==> config.mk <==
export PLATFORM = sky130hd
export DESIGN_NAME = exec_stage_pipe
export DESIGN_NICKNAME = d
export VERILOG_FILES = /design/src/rtl/exec_pkg.sv /design/src/rtl/seq_mul.sv /design/src/rtl/exec_stage_pipe.sv
export SDC_FILE = /design/constraint.sdc
export NUM_CORES = 1
export LEC_CHECK = 0
export ABC_AREA = 1
export BUFFER_PORTS_ARGS = -buffer_cell sky130_fd_sc_hd__buf_2
export CORE_MARGIN = 2
export CORE_UTILIZATION = 35
export CTS_CLUSTER_SIZE = 40
export DETAILED_ROUTE_END_ITERATION = 8
export PLACE_DENSITY = 0.55
export RECOVER_POWER = 25
export SKIP_CTS_REPAIR_TIMING = 1
export SLEW_MARGIN = 20
export SYNTH_ARGS = -nofsm -noshare
export SYNTH_HDL_FRONTEND = slang
export SYNTH_SLANG_ARGS = --single-unit
==> constraint.sdc <==
create_clock -name CLK -period 3.2 [get_ports CLK]
set_clock_uncertainty 0.05 [all_clocks]
set_input_delay 0.16 -clock CLK [delete_from_list [all_inputs] [get_ports CLK]]
set_output_delay 0.16 -clock CLK [all_outputs]
set_load 0.02 [all_outputs]
==> src/rtl/exec_pkg.sv <==
// Shared definitions for the execution stage: opcodes, operand-B selects,
// FSM encoding, NPZ bit positions and the immediate sign-extend helper.
package exec_pkg;

    localparam logic [2:0] OP_ADD  = 3'b000;
    localparam logic [2:0] OP_AND  = 3'b001;
    localparam logic [2:0] OP_NOT  = 3'b010;
    localparam logic [2:0] OP_PASS = 3'b011;
    localparam logic [2:0] OP_SUB  = 3'b100;
    localparam logic [2:0] OP_OR   = 3'b101;
    localparam logic [2:0] OP_XOR  = 3'b110;
    localparam logic [2:0] OP_MUL  = 3'b111;

    // ALU_MuxB codes 0xx all select RS2_DATA; bit 2 set selects an IR field.
    localparam logic [1:0] MUXB_IMM5  = 2'b00;
    localparam logic [1:0] MUXB_OFF6  = 2'b01;
    localparam logic [1:0] MUXB_OFF9  = 2'b10;
    localparam logic [1:0] MUXB_OFF11 = 2'b11;

    localparam int NPZ_N = 2;
    localparam int NPZ_P = 1;
    localparam int NPZ_Z = 0;

    localparam int SEXT_W = 64;

    typedef enum logic {
        IDLE     = 1'b0,
        MUL_BUSY = 1'b1
    } state_t;

    // Sign-extends the low fw bits of an 11-bit IR field to SEXT_W bits.
    function automatic logic [SEXT_W-1:0] sext(input logic [10:0] field, input int fw);
        logic signed [SEXT_W-1:0] t;
        t = $signed({field << (11 - fw), {(SEXT_W-11){1'b0}}});
        return t >>> (SEXT_W - fw);
    endfunction

endpackage

==> src/rtl/seq_mul.sv <==
// Iterative unsigned radix-2 shift-add multiplier, one multiplier bit per edge.
// done is high during the cycle whose closing edge performs the final iteration.
module seq_mul #(
    parameter int WIDTH = 16
) (
    input  logic               clk,
    input  logic               rst_n,
    input  logic               start,
    input  logic               abort,
    input  logic [WIDTH-1:0]   a,
    input  logic [WIDTH-1:0]   b,
    output logic               done,
    output logic [2*WIDTH-1:0] product
);

    localparam int CW = $clog2(WIDTH + 1);

    logic [2*WIDTH-1:0] acc;
    logic [2*WIDTH-1:0] mcand;
    logic [WIDTH-1:0]   mplier;
    logic [CW-1:0]      count;
    logic               active;

    assign active  = (count != '0);
    assign done    = (count == CW'(1));
    // product already includes the iteration taken at the next edge
    assign product = acc + (mplier[0] ? mcand : '0);

    always_ff @(posedge clk or negedge rst_n) begin
        if (!rst_n) begin
            acc    <= '0;
            mcand  <= '0;
            mplier <= '0;
            count  <= '0;
        end else if (abort) begin
            count  <= '0;
        end else if (start) begin
            acc    <= '0;
            mcand  <= {{WIDTH{1'b0}}, a};
            mplier <= b;
            count  <= CW'(WIDTH);
        end else if (active) begin
            acc    <= product;
            mcand  <= mcand << 1;
            mplier <= mplier >> 1;
            count  <= count - CW'(1);
        end
    end

endmodule

==> src/rtl/exec_stage_pipe.sv <==
// Handshaked execution stage: operand select, single-cycle ALU, iterative signed
// multiply, registered Y/NPZ/OF towards writeback.
module exec_stage_pipe
    import exec_pkg::*;
#(
    parameter int WIDTH  = 16,
    parameter int IR_W   = 16,
    parameter int MUL_EN = 1
) (
    input  logic             CLK,
    input  logic             RST_N,
    input  logic             IN_VALID,
    output logic             IN_READY,
    input  logic [2:0]       ALU_CONTROL,
    input  logic             ALU_MuxA,
    input  logic [2:0]       ALU_MuxB,
    input  logic [WIDTH-1:0] PC,
    input  logic [IR_W-1:0]  IR,
    input  logic [WIDTH-1:0] RS1_DATA,
    input  logic [WIDTH-1:0] RS2_DATA,
    input  logic             FLUSH,
    output logic             OUT_VALID,
    input  logic             OUT_READY,
    output logic [WIDTH-1:0] Y,
    output logic [2:0]       NPZ,
    output logic             OF,
    output logic             BUSY,
    output logic             dbg_state
);

    localparam logic [2*WIDTH-1:0] MAG_LIM = {{WIDTH{1'b0}}, 1'b1, {(WIDTH-1){1'b0}}};

    state_t             state, state_nxt;
    logic [WIDTH-1:0]   op_a, op_b, imm, sum, diff, alu_y, mag_a, mag_b, mul_y;
    logic [2*WIDTH-1:0] mul_mag;
    logic               alu_of, mul_of, mul_neg, mul_done, is_mul, accept, mul_start;
    logic               unused_ir;

    assign unused_ir = ^IR[IR_W-1:11];
    assign dbg_state = state;

    function automatic logic [2:0] npz_of(input logic [WIDTH-1:0] v);
        npz_of = '0;
        if (v == '0)          npz_of[NPZ_Z] = 1'b1;
        else if (v[WIDTH-1])  npz_of[NPZ_N] = 1'b1;
        else                  npz_of[NPZ_P] = 1'b1;
    endfunction

    always_comb begin
        imm = '0;
        case (ALU_MuxB[1:0])
            MUXB_IMM5:  imm = WIDTH'(sext(IR[10:0], 5));
            MUXB_OFF6:  imm = WIDTH'(sext(IR[10:0], 6));
            MUXB_OFF9:  imm = WIDTH'(sext(IR[10:0], 9));
            MUXB_OFF11: imm = WIDTH'(sext(IR[10:0], 11));
            default:    imm = '0;
        endcase
    end

    assign op_a   = ALU_MuxA ? RS1_DATA : PC;
    assign op_b   = ALU_MuxB[2] ? imm : RS2_DATA;
    assign sum    = op_a + op_b;
    assign diff   = op_a - op_b;
    assign is_mul = (MUL_EN != 0) && (ALU_CONTROL == OP_MUL);

    always_comb begin
        alu_y  = op_b;
        alu_of = 1'b0;
        case (ALU_CONTROL)
            OP_ADD: begin
                alu_y  = sum;
                alu_of = (op_a[WIDTH-1] == op_b[WIDTH-1]) && (sum[WIDTH-1] != op_a[WIDTH-1]);
            end
            OP_SUB: begin
                alu_y  = diff;
                alu_of = (op_a[WIDTH-1] != op_b[WIDTH-1]) && (diff[WIDTH-1] != op_a[WIDTH-1]);
            end
            OP_AND:  alu_y = op_a & op_b;
            OP_NOT:  alu_y = ~op_a;
            OP_OR:   alu_y = op_a | op_b;
            OP_XOR:  alu_y = op_a ^ op_b;
            default: alu_y = op_b;   // PASS, and MUL when the multiplier is disabled
        endcase
    end

    assign mag_a = op_a[WIDTH-1] ? -op_a : op_a;
    assign mag_b = op_b[WIDTH-1] ? -op_b : op_b;

    seq_mul #(.WIDTH(WIDTH)) u_seq_mul (
        .clk     (CLK),
        .rst_n   (RST_N),
        .start   (mul_start),
        .abort   (FLUSH),
        .a       (mag_a),
        .b       (mag_b),
        .done    (mul_done),
        .product (mul_mag)
    );

    // -2^(WIDTH-1) is the one negative result whose magnitude exceeds the positive range.
    assign mul_y  = mul_neg ? -mul_mag[WIDTH-1:0] : mul_mag[WIDTH-1:0];
    assign mul_of = mul_neg ? (mul_mag > MAG_LIM) : (mul_mag >= MAG_LIM);

    // Handshake: a transfer happens at a rising edge where valid and ready are both
    // high; ready never depends on valid from the same side, and a held result keeps
    // Y/NPZ/OF stable until OUT_READY takes it.
    always_comb begin
        state_nxt = state;
        IN_READY  = 1'b0;
        BUSY      = 1'b0;
        case (state)
            IDLE:     IN_READY = !OUT_VALID || OUT_READY;
            MUL_BUSY: BUSY     = 1'b1;
            default:  IN_READY = 1'b0;
        endcase
        if (FLUSH) IN_READY = 1'b0;
        accept    = IN_VALID && IN_READY;
        mul_start = accept && is_mul;
        if (FLUSH)                              state_nxt = IDLE;
        else if (state == IDLE && mul_start)    state_nxt = MUL_BUSY;
        else if (state == MUL_BUSY && mul_done) state_nxt = IDLE;
    end

    always_ff @(posedge CLK or negedge RST_N) begin
        if (!RST_N) state <= IDLE;
        else        state <= state_nxt;
    end

    always_ff @(posedge CLK or negedge RST_N) begin
        if (!RST_N) begin
            OUT_VALID <= 1'b0;
            Y         <= '0;
            NPZ       <= 3'b001;
            OF        <= 1'b0;
            mul_neg   <= 1'b0;
        end else begin
            if (mul_start) mul_neg <= op_a[WIDTH-1] ^ op_b[WIDTH-1];
            if (FLUSH) begin
                OUT_VALID <= 1'b0;
            end else if (accept && !is_mul) begin
                Y         <= alu_y;
                NPZ       <= npz_of(alu_y);
                OF        <= alu_of;
                OUT_VALID <= 1'b1;
            end else if (state == MUL_BUSY && mul_done) begin
                Y         <= mul_y;
                NPZ       <= npz_of(mul_y);
                OF        <= mul_of;
                OUT_VALID <= 1'b1;
            end else if (OUT_READY) begin
                OUT_VALID <= 1'b0;
            end
        end
    end

endmodule
[Word level (Yosys, flattened, before mapping)]
Cells that the tools add are included.
Storage, ports and cells
  bits in registers: 108
  input port bits: 76
Operators by class
  $add $sub $neg: 7
  order comparisons: 2
  equality and inequality tests: 14
  muxes and demuxes: 43
  bitwise operators: 7
  reduce and logical (&&, ||, !) cells: 22
Operators with widths (count)
  two-way mux 32 bit: 5
  two-way mux 16 bit: 9
  one-hot mux 16 bit (6 select lines): 1
  one-hot mux 16 bit (4 select lines): 1
  negator 16 bit: 3
  adder 32 bit: 1
  greater-or-equal comparator 32 x 16 -> 1 bit (second input constant): 1
  > comparator 32 x 16 -> 1 bit (second input constant): 1
  logical NOT 16 bit: 2
  two-way mux 1 bit: 19
  adder 16 bit: 1
  bitwise AND 16 bit: 1
  NOT 16 bit: 1
  bitwise OR 16 bit: 1
  subtractor 16 bit: 1
  bitwise XOR 16 bit: 1
  two-way mux 5 bit: 3
  equality test 3 bit (second input constant): 4
  logical AND 1 bit: 7
  two-way mux 3 bit: 2
  nonzero test 3 bit: 2
  equality test 5 x 1 -> 1 bit (second input constant): 1
  nonzero test 5 bit: 1
  subtractor 5 x 1 -> 5 bit (second input constant): 1
  other kinds (17): 25

[Longest topological paths before layout]
  word-level depth: 9
  gate-level depth with buffers: 30

[Hierarchy]
Synthesis repeated with hierarchy kept, for this count alone.
Unflattened totals
  cell total of the unflattened synthesis: 1830
  area total of the unflattened synthesis: 11473.5 µm²
By module, submodules not included
  seq_mul: times used 1, cells each 950, area an instance 6228.5 µm²
  exec_stage_pipe: times used 1, cells each 880, area an instance 5245.0 µm²

[Least setup slack after synthesis]
No wires, ideal clock.
  path kind: register to register
  from: register u_seq_mul.mplier[0]
  to: register NPZ[1]
  library setup time: 0.116 ns
  arrival time: 3.124 ns
  slack: -0.090 ns
  cell stages (with the launch flop): 25
  period minus slack after synthesis: 3.290 ns
  path through: dfrtp_1 -> clkbuf_1 -> clkbuf_1 -> nand2_1 -> inv_1 -> ha_1 -> inv_1 -> fa_1 -> ha_1 -> o21ai_0 -> nand2_1 -> nor2_1 -> nand3_1 -> nor2_1 -> nand2_1 -> nor2_1 -> nand2_1 -> nor3_1 -> nand3_1 -> nor2_1 -> nand3_2 -> nand2_1 -> nand2_1 -> nand2_1 -> nand2_1
On the way
  cells in the longest elaborated chain, start to end: 8
  elaborated cells between the ends (all ways): 9
  classes of those cells: 2 x add/sub; 6 x mux; 1 x reduce/logical
RTL lines
  start: declaration: RTL line seq_mul.sv:20  | logic [WIDTH-1:0] mplier;
  start signal: assignment: RTL line seq_mul.sv:45  | mplier <= mplier >> 1;
  two-way mux 32 bit *: RTL line seq_mul.sv:27  | assign product = acc + (mplier[0] ? mcand : '0);
  adder 32 bit *: RTL line seq_mul.sv:27
  negator 16 bit: RTL line exec_stage_pipe.sv:101  | assign mul_y = mul_neg ? -mul_mag[WIDTH-1:0] : mul_mag[WIDTH-1:0];
  two-way mux 16 bit *: RTL line exec_stage_pipe.sv:101
  logical NOT 16 bit / two-way mux 1 bit (equally long branches): RTL line exec_stage_pipe.sv:44, exec_stage_pipe.sv:45
  two-way mux 2 bit *: RTL line exec_stage_pipe.sv:44  | if (v == '0) npz_of[NPZ_Z] = 1'b1;
  two-way mux 3 bit *: RTL line exec_stage_pipe.sv:145  | end else if (state == MUL_BUSY && mul_done) begin
  two-way mux 3 bit *: RTL line exec_stage_pipe.sv:140  | end else if (accept && !is_mul) begin
  end signal: assignment: RTL line exec_stage_pipe.sv:142  | NPZ <= npz_of(alu_y);
  end signal: assignment: RTL line exec_stage_pipe.sv:147  | NPZ <= npz_of(mul_y);
  end: declaration: RTL line exec_stage_pipe.sv:25  | output logic [2:0] NPZ,
Mark *: on every way between the ends. The rest lies on a longest branch, timed or not. The select of a mux whose other input is x is not followed.
A chain may end at the register's enable or synchronous reset.

[Final worst setup path]
  from: register u_seq_mul.mplier[0]
  to: register OF
On the way
  cells in the longest elaborated chain, start to end: 6
  elaborated cells between the ends (all ways): 7
  classes of those cells: 1 x add/sub; 2 x order compare; 4 x mux
RTL lines
  two-way mux 32 bit *: RTL line seq_mul.sv:27
  adder 32 bit *: RTL line seq_mul.sv:27
  greater-or-equal comparator 32 x 16 -> 1 bit / > comparator 32 x 16 -> 1 bit (equally long branches): RTL line exec_stage_pipe.sv:102  | assign mul_of = mul_neg ? (mul_mag > MAG_LIM) : (mul_mag >= MAG_LIM);
  two-way mux 1 bit *: RTL line exec_stage_pipe.sv:102
  two-way mux 1 bit *: RTL line exec_stage_pipe.sv:145
  two-way mux 1 bit *: RTL line exec_stage_pipe.sv:140
  end signal: assignment: RTL line exec_stage_pipe.sv:143  | OF <= alu_of;
  end signal: assignment: RTL line exec_stage_pipe.sv:148  | OF <= mul_of;
  end: declaration: RTL line exec_stage_pipe.sv:26  | output logic OF,
Marked as above.

==> impl_metrics.yaml <==
outcome:
  status: "complete, but fails checks"
  violations: "hold timing, capacitance limit, slew limit"
cts:
  htreeDepth: 3
  clock-root-buffer: "clkbuf_16"
  clk_pin_slew_ns: 0.08
  insertion_delay_ns: 0.37
  cts_sinks: 108
  cts_tree: "done"
  numCtsBuffers: 9
  cts_buffer_depth: 2
die:
  core_region_area_sq_mm: 0.03156
  ioPinCount: 100
  num_rows: 65
  die-height_um: 182.8
  die_area_sq_mm: 0.03343
  die_w_um: 182.8
  start_util: 0.3548
power:
  leakage_uw: 0.007398
  pwr_density_cell_mw_per_mm2: 671.8
  pwr-share-comb: 0.628
  netSwitchingFraction: 0.4876
  seqPwrFrac: 0.242
  finalPower_uw: 9226
  p_clk_frac: 0.130
  cell_internal_pwr_uw: 4727
  p_sw_uw: 4499
  vdd_drop_max_mv: 0.4142
setup_path:
  cp-startpoint: "u_seq_mul.mplier[0]$_DFFE_PN0P_"
  cp_max_fo: 7
  crit_path_start_kind: "register"
  path_class: "reg -> reg"
  cp.arrival_ns: 3.38
  end_kind: "register"
  rrSetupSlack_ns: 0.02
  crit_required_ns: 3.40
  r2r_start: "u_seq_mul.mplier[0]$_DFFE_PN0P_"
  endpoint: "OF$_DFFE_PN0P_"
  rr_worst_depth: 20
  r2r-end: "OF$_DFFE_PN0P_"
synth:
  synthFlopType: "dfrtp_1"
  ys_seq_elements: 108
  synth_top_cell_area_share: 0.2392
  yosysSeqAreaShare: 0.2415
  synthCells: 1757
  synth.most_common_cell: "nand2_1"
  yosys_warnings: 0
  synth_edf_count: 0
  yosys-top-cells-count: "nand2_1, inv_1, nand3_1"
  synthTopCellsByArea: "dfrtp_1, nand2_1, ha_1"
  syn_area_sq_mm: 0.01119
  yosysTopAreaCell: "dfrtp_1"
  synthesis.nets: 1920
  syn_avg_cell_area_sq_um: 6.371
  async_flop_share: 1.000
  synth.distinct_cells: 55
sta:
  finalMaxSlewViolations: 109
  setup_viol: 0
  finalHoldViolCount: 1
  tightestPinTransition_ns: 2.585
  finalCritPeriodShare: 0.9923
  fmax_mhz: 314.9
  rsz0062_at_grt: "true"
  whs_ns: -0.003782
  setup_ws_ns: 0.02464
  relSlewSlack: -0.7234
  setup_tns_ns: 0
  min_period_ns: 3.175
grt:
  grt_max_degree: 109
  grt_pass1_vias: 11919
  grt_remaining_overflow: 0
  antenna_found_initial: 0
  grt_use_total: 0.2384
  grt_pass1_wl_mm: 62.87
placement:
  dp_slack_ns: -0.1187
  portBuffers: 94
  hpwlAfterDp_mm: 32.07
  place.gp.congestion: 0.9334
detailed_routing:
  via_per_inst: 5.165
  drt-total-wl_mm: 39.66
  first_iter_violations: 816
  drtPass1Iterations: 5
  antenna_left: 0
  drcViolationCount: 0
  wl_per_cell_um: 16.63
  vias: 12313
min_path:
  hold_path.class: "in -> reg"
  hold_start: "OUT_READY"
layout:
  syn2layout_area_growth_pct: 22.68
  post-route-util: 0.4352
  nFillCells: 3355
  drive_above_1_share: 0.2154
  diodes: 0
  nets: 2141
job:
  drv_cap: 1
how the worst min path moves through the flow:
stage                                    endpoint  cells after the start  slack (ns)
floorplan                      NPZ[1]$_DFFE_PN0P_                      0       -0.19
global placement    u_seq_mul.acc[31]$_DFFE_PN0P_                      2        0.24
detailed placement  u_seq_mul.acc[31]$_DFFE_PN0P_                      2        0.24
CTS                 u_seq_mul.acc[31]$_DFFE_PN0P_                      2       -0.15
global route                OUT_VALID$_DFFE_PN0P_                      4        0.02
finish                      OUT_VALID$_DFFE_PN0P_                      4      -0.004
flip-flops by register name (all words and copies together) (netlist names):
signal / count
u_seq_mul.mcand: 32
Y: 16
dbg_state: 1
mul_neg: 1
OUT_VALID: 1
u_seq_mul.mplier: 16
OF: 1
u_seq_mul.count: 5
u_seq_mul.acc: 32
NPZ: 3
metrics by stage:
| stage | cells | instance area [sq um] | hold slack, ns |
|---|---|---|---|
| 6_report | 2384 | 13730 | -0.003782 |
| 3_5_place_dp | 2358 | 13110 | 0.2438 |
| 3_3_place_gp | 2358 | 13110 | 0.2400 |
| 4_1_cts | 2373 | 13410 | -0.1520 |
| 2_1_floorplan | 1757 | 11200 | -0.1856 |
| 5_1_grt | 2384 | 13730 | 0.02362 |
power by group through the flow:
stage / clock [uW] / combinational, uW / sequential, uW
final: 1200 / 5800 / 2230
after CTS: 1220 / 5400 / 2210
after detailed placement: 0 / 5380 / 2230
after global placement: 0 / 5320 / 2230
after floorplan: 0 / 3490 / 2300
after global routing: 1280 / 6460 / 2300
placed cells by master, fill, tap and decap left out, types with 36 or more instances in the layout:
| cell | count |
|---|---|
| a21oi_1 | 84 |
| buf_2 | 94 |
| buf_4 | 163 |
| dfrtp_1 | 107 |
| ha_1 | 74 |
| inv_1 | 254 |
| nand2_1 | 466 |
| nand2_2 | 36 |
| nand3_1 | 147 |
| nor2_1 | 117 |
| o21ai_0 | 100 |
cell families after synthesis:
logic type      count (synthesis)  share of synthesized area
buf+inv                       332                     0.1171
compound gates                324                     0.1754
flops                         108                     0.2415
xor+xnor                       23                    0.01867
fa+ha+maj                      87                    0.09925
simple gates                  883                     0.3480
cell type report:
class	count	area [sq um]	area share
clock buffer	10	229.0	0.01667
clock inverter	5	67.56	0.004920
inverter	280	1051	0.07653
multi-input combinational	1317	7425	0.5406
sequential	108	2704	0.1969
tap	402	503.0	0.03663
timing repair buffer	262	1754	0.1277
per-layer routing:
layer,vias to the layer above,track usage,share of wire
li1,6190,-,-
met1,5708,0.3157,0.46
met5,-,0,0
met4,0,0.08896,0.032
met2,345,0.4024,0.46
met3,70,0.02482,0.044
critical path, cell delays in order, from the launching register on:
cell	delay [ns]
dfrtp_1	0.42
buf_4	0.17
nand2_1	0.10
inv_1	0.08
ha_2	0.39
nand2_2	0.11
inv_1	0.10
nand2_1	0.06
nand2_1	0.08
nand2_1	0.09
nand3_2	0.11
nand2_1	0.06
nand2_2	0.11
xor2_1	0.38
nand4_1	0.16
nor3b_2	0.23
nand3_1	0.10
nand2_1	0.07
nand2_1	0.06
nand2_1	0.07
a21oi_2	0.05
Power figures use the tool's default switching activity.
